--- src/rtl/mat_result_tx.sv ---
// Serializes a captured 2x2 matrix result into a header + 8 data byte frame on a valid/ready byte stream.
// Optional feature macro: MAT_TX_CKSUM_EN appends an XOR checksum byte (10-byte frame instead of 9).
module mat_result_tx #(
    parameter logic [5:0] HDR_TAG = 6'b101000
) (
    input  logic        clk,
    input  logic        rst_n,
    input  logic [15:0] y00,
    input  logic [15:0] y01,
    input  logic [15:0] y10,
    input  logic [15:0] y11,
    input  logic [1:0]  op,
    input  logic        in_valid,
    output logic        in_ready,
    output logic [7:0]  tx_data,
    output logic        tx_valid,
    input  logic        tx_ready,
    output logic        tx_last,
    output logic [7:0]  frame_cnt
);

    typedef enum logic [1:0] {
        IDLE,
        HDR,
        DATA
`ifdef MAT_TX_CKSUM_EN
        ,
        CKSUM
`endif
    } state_t;

    state_t      state_reg;
    state_t      state_next;
    logic [2:0]  idx_reg;
    logic [2:0]  idx_next;
    logic [15:0] y_reg [0:3];
    logic [1:0]  op_reg;
    logic [7:0]  frame_cnt_reg;
    logic [7:0]  frame_cnt_next;
    logic        capture;
    logic        in_ready_idle;
    logic [7:0]  hdr_byte;
    logic [7:0]  data_byte [0:7];

    assign hdr_byte = {HDR_TAG, op_reg};

    // Byte order within the frame: low byte of each element before its high byte.
    genvar gi;
    generate
        for (gi = 0; gi < 4; gi++) begin : g_bytes
            assign data_byte[2*gi]   = y_reg[gi][7:0];
            assign data_byte[2*gi+1] = y_reg[gi][15:8];
        end
    endgenerate

`ifdef MAT_TX_CKSUM_EN
    logic [7:0] cksum_byte;

    always_comb begin
        cksum_byte = hdr_byte;
        for (int i = 0; i < 8; i++) begin
            cksum_byte = cksum_byte ^ data_byte[i];
        end
    end
`endif

    // Outputs depend only on state, index and captured data, so they hold during stalls.
    always_comb begin
        state_next     = state_reg;
        idx_next       = idx_reg;
        frame_cnt_next = frame_cnt_reg;
        capture        = 1'b0;
        in_ready_idle  = 1'b0;
        tx_valid       = 1'b0;
        tx_last        = 1'b0;
        tx_data        = 8'h00;
        case (state_reg)
            IDLE: begin
                in_ready_idle = 1'b1;
                if (in_valid) begin
                    capture    = 1'b1;
                    idx_next   = 3'd0;
                    state_next = HDR;
                end
            end
            HDR: begin
                tx_valid = 1'b1;
                tx_data  = hdr_byte;
                if (tx_ready) begin
                    idx_next   = 3'd0;
                    state_next = DATA;
                end
            end
            DATA: begin
                tx_valid = 1'b1;
                tx_data  = data_byte[idx_reg];
`ifdef MAT_TX_CKSUM_EN
                if (tx_ready) begin
                    if (idx_reg == 3'd7) begin
                        idx_next   = 3'd0;
                        state_next = CKSUM;
                    end else begin
                        idx_next = idx_reg + 3'd1;
                    end
                end
`else
                tx_last = (idx_reg == 3'd7);
                if (tx_ready) begin
                    if (idx_reg == 3'd7) begin
                        idx_next       = 3'd0;
                        frame_cnt_next = frame_cnt_reg + 8'd1;
                        state_next     = IDLE;
                    end else begin
                        idx_next = idx_reg + 3'd1;
                    end
                end
`endif
            end
`ifdef MAT_TX_CKSUM_EN
            CKSUM: begin
                tx_valid = 1'b1;
                tx_last  = 1'b1;
                tx_data  = cksum_byte;
                if (tx_ready) begin
                    frame_cnt_next = frame_cnt_reg + 8'd1;
                    state_next     = IDLE;
                end
            end
`endif
            default: begin
                state_next = IDLE;
            end
        endcase
    end

    // Reset parks the FSM in IDLE; gate in_ready so nothing is offered while reset is held.
    assign in_ready  = in_ready_idle & rst_n;
    assign frame_cnt = frame_cnt_reg;

    always_ff @(posedge clk or negedge rst_n) begin
        if (!rst_n) begin
            state_reg     <= IDLE;
            idx_reg       <= 3'd0;
            op_reg        <= 2'd0;
            frame_cnt_reg <= 8'd0;
            y_reg[0]      <= 16'd0;
            y_reg[1]      <= 16'd0;
            y_reg[2]      <= 16'd0;
            y_reg[3]      <= 16'd0;
        end else begin
            state_reg     <= state_next;
            idx_reg       <= idx_next;
            frame_cnt_reg <= frame_cnt_next;
            if (capture) begin
                op_reg   <= op;
                y_reg[0] <= y00;
                y_reg[1] <= y01;
                y_reg[2] <= y10;
                y_reg[3] <= y11;
            end
        end
    end

endmodule

--- config.mk ---
export PLATFORM = sky130hd
export DESIGN_NAME = mat_result_tx
export DESIGN_NICKNAME = d
export VERILOG_FILES = /design/src/rtl/mat_result_tx.sv
export SDC_FILE = /design/constraint.sdc
export NUM_CORES = 1
export LEC_CHECK = 0
export CORE_UTILIZATION = 63
export CTS_CLUSTER_DIAMETER = 60
export DETAILED_ROUTE_END_ITERATION = 7
export DONT_BUFFER_PORTS = 1
export GPL_TIMING_DRIVEN = 0
export PLACE_DENSITY = 0.8
export SETUP_SLACK_MARGIN = 0.5
export SLEW_MARGIN = 30
export SYNTH_ARGS = -nofsm -noshare
export SYNTH_HDL_FRONTEND = slang
export SYNTH_SLANG_ARGS = --single-unit
--- constraint.sdc ---
create_clock -name clk -period 2.4 [get_ports clk]
set_clock_uncertainty 0.05 [all_clocks]
set_input_delay 0.48 -clock clk [delete_from_list [all_inputs] [get_ports clk]]
set_output_delay 0.48 -clock clk [all_outputs]
set_load 0.005 [all_outputs]
-- Word-level counts from Yosys, hierarchy flattened
Index checks and enable logic that the tools add are counted.
- register bits after elaboration: 79
- equal/unequal tests: 7
- reduce and logical (&&, ||, !) cells: 6
- bitwise gates (word level): 2
- mux-type cells: 19
- magnitude comparators: 1
- add/subtract/negate cells: 2
- operators with widths (cell ; count):
    8-bit binary-select mux with 3-bit select ; 1
    8-bit two-way mux ; 2
    8-bit one-hot mux with 2 select lines ; 1
    3-bit two-way mux ; 4
    3-bit one-hot mux with 3 select lines ; 1
    8-bit by 1-bit adder with 8-bit output (second input constant) ; 1
    2-bit two-way mux ; 4
    2-bit != test (second input constant) ; 4
    4-bit AND reduction ; 2
    2-bit one-hot mux with 3 select lines ; 1
    1-bit two-way mux ; 5
    4-bit greater-or-equal comparator (second input constant) ; 1
    3-bit NOT with 4-bit output ; 1
    3-bit by 1-bit adder with 3-bit output (second input constant) ; 1
    3-bit == test (second input constant) ; 1
    3-bit AND reduction ; 1
    3-bit nonzero test ; 1
    2-bit by 1-bit == test with 1-bit output (second input constant) ; 1
    2-bit == test (second input constant) ; 1
    2-bit logical NOT ; 1
    2-bit OR reduction ; 1
    1-bit AND ; 1

-- Depth between registers and ports, before layout
- depth after elaboration: 5
- gate-level depth with buffers: 7
- gate-level depth less buffers: 6

-- Least setup slack after synthesis
Ideal clock, no wire load.
- kind: register to output
- start: register idx_reg[0]
- end: output port tx_data[7]
- cell stages (with the launch flop): 5
- arrival: 1369 ps
- setup slack: 501 ps
- cell sequence: dfrtp_1 > buf_6 > buf_12 > mux4_2 > o311a_1
- longest elaborated chain between the ends: 5
- ends and longest elaborated chain (what ; line ; RTL):
    start, declared ; 34 ; logic [2:0] idx_reg;
    start signal, assigned ; 152 ; idx_reg <= idx_next;
    3-bit NOT with 4-bit output (not written as such) ; 96 ; tx_data = data_byte[idx_reg];
    8-bit binary-select mux with 3-bit select ; 96 ;
    8-bit two-way mux (not written as such) (2 in series) ; 96 ;
    8-bit one-hot mux with 2 select lines ; 77 ; case (state_reg)
    end, declared ; 15 ; output logic [7:0] tx_data,
No other way between the ends. The select of a mux whose other input is x is not followed.

-- Worst setup path after layout
Ends and elaborated chain as after synthesis.

==> run summary <==
Die Y: 79.0 um
Largest register FFs: 64
VDD IR-drop max: 789 uV
Maximum clock rate: 427 MHz
Root Buffer: clkbuf_8
Final setup margin: 0.0564 ns
Combinational group share of total power: 0.428
DR WL/cell: 21.4 um
CP required: 1.87 ns
WHS: -0.228 ns
Synth unique cells: 34
DIE AREA: 0.00625 mm^2
CTS tree: built
Vias in the first global route: 2388
Final Hold Viols: 79
Core footprint: 0.00561 mm^2
Metal3 WL: 610 um
DR top layer: met4
Largest net degree at the start of global routing: 81
Bufs on Longest Clock Path: 2
Commonest non-fill, non-tap cell in the layout: dfrtp_1
Clock sink count: 79
Number of synthesized register bits: 79
Failing checks: negative hold slack
Final wirelength: 7.69 mm
Pre-CTS WS: 0.329 ns
Max Slew Vio Count: 0
Tot GR Track Use: 0.266
Ports: 89
PortBufs: 0
Ant. Diodes: 0
Placed Instances: 333
Result of the run: finished with violations
Critical Path Start Type: flip-flop
Filler cells: 357
Number of cells on the worst reg-to-reg path: 6
Switching power total: 1780 uW
FP Rows: 27
Number of buffers created by CTS: 9
Final worst path period share: 0.977
RSZ-0062 raised after global routing: true
RR Endpoint: data_byte[60]
Met2 routed WL: 3.77 mm
R2r setup slk: 0.58 ns
Antenna Nets Post-Route: 0
Post-route setup TNS: 0 ns
H-tree lvl count: 3
Mapped Avg Cell Area: 14.3 um^2
Met1 WL: 3.17 mm
Clock Latency Late Sink: 0.34 ns
Final Non-Filler Cells: 360
Cell area power density: 1330 mW/mm^2
Worst r2r src: state_reg[1]
Clock power frac: 0.174
DR vias/cell: 6.13
Ys flop type: dfrtp_1
Critical path fanouts, max: 6
Critical setup path kind: flip-flop to primary output
Total grt overflow: 0
Antenna violations before repair: 0
Reg clk slew, reported paths: 0.08 ns
Routability Congestion: 0.784
Seq pwr share: 0.398
Switching share of power: 0.313
Post-Syn Instances: 261
Internal power: 3910 uW
Register area share after synthesis: 0.529
Initial drt markers: 116
Via count: 2206
Area delta synth->final: 14.4%
Crit path DAT: 1.81 ns
Max-slew headroom: 0.770
Commonest cells after routing, fill and taps aside: dfrtp_1 (78), mux2_2 (69), mux4_2 (12), buf_4 (12), clkbuf_8 (11)
Initial Util: 0.667
Leakage: 0.00181 uW
Remaining DRCs: 0
Syn Nets: 340
Post-layout nets: 363
Max-cap viol count: 0
Hold Path Class: primary input to async pin
DP HPWL: 5.14 mm
Critical Path End Type: primary output
Share of cells above drive strength 1: 0.510
FFs w/ async S/R, synth: 1.00
Overall Power: 5680 uW
Post-synth EDFFs: 0
Mapped Area: 0.00374 mm^2
1st-pass router iterations: 4
Minimum clock period: 2.34 ns
Die width: 79.0 um
Final setup violation count: 0
Yosys warnings: 0
First-pass GRT wire length: 12.1 mm
Actual slew at the worst max-slew pin: 0.345 ns
-- synthesized netlist by cell type, types with 3 or more instances --
cell,number,share of area
mux2_2,70,0.21
nor2b_1,3,0.0050
nand2_1,15,0.015
xnor2_1,6,0.014
a22oi_1,3,0.0060
inv_1,6,0.0060
ha_1,9,0.030
dfrtp_1,79,0.53
buf_2,6,0.0080
mux4_2,5,0.030
mux4_1,7,0.049
nand3_1,7,0.0094
clkbuf_1,3,0.0030
mux2i_1,10,0.027
nor2_1,6,0.0060
a21oi_1,4,0.0054
-- area by class of cell --
class                      count  area, um^2  share of cell area
sequential                    79        1980               0.463
multi-input combinational    162        1750               0.408
clock buffer                  12         155              0.0363
buffer                        14         129              0.0301
timing repair buffer          12         114              0.0266
tap                           72        90.1              0.0211
clock inverter                 3        42.5             0.00995
inverter                       6        22.5             0.00527
-- worst max path at each step --
stage | slack [ns] | from | end | cells after the start
finish | 0.06 | idx_reg[0] | tx_data[7] | 4
global route | -0.02 | idx_reg[0] | tx_data[1] | 7
CTS | 0.02 | idx_reg[0] | tx_data[7] | 4
detailed placement | 0.33 | idx_reg[2] | tx_data[7] | 3
global placement | 0.32 | idx_reg[2] | tx_data[7] | 3
floorplan | 0.50 | idx_reg[0] | tx_data[7] | 4
-- power by group through the flow --
stage | combinational, uW | clock (uW) | sequential, uW
after global placement | 1910 | 0 | 2220
after global routing | 2600 | 1060 | 2330
after floorplan | 1650 | 0 | 2150
after CTS | 2250 | 1000 | 2250
after detailed placement | 1970 | 0 | 2260
final | 2430 | 988 | 2260
-- repair_timing --
item	in CTS	in global routing
buffers inserted	10	2
endpoints found under the hold margin	79	79
setup endpoints to repair	72	50
pin swaps	9	9
gates resized for setup	36	24
-- logic make-up after synthesis --
group / share of synthesized area
AOI/OAI and AO/OA: 0.0291
adders and majority gates: 0.0301
xor gates and xnor gates: 0.0164
buffers and inverters: 0.0308
muxes: 0.317
DFF: 0.529
and+or+nand+nor: 0.0482
-- layer usage --
layer  vias up  GRT usage
li1        981          -
met2        81      0.427
met3        10     0.0862
met1      1134      0.333
met5         -          0
met4         0      0.115
-- per-stage QoR --
stage                util  cell area, um^2
global placement    0.683             3830
detailed placement  0.683             3830
CTS                 0.745             4180
finish              0.763             4280
global route        0.763             4280
floorplan               -             3740
-- critical path, cell delays in order, from the launching register on --
cell	delay, ns
dfrtp_1	0.38
buf_6	0.14
buf_12	0.12
mux4_2	0.50
o311a_1	0.34
Note: power is estimated with default switching activity, not from simulation.
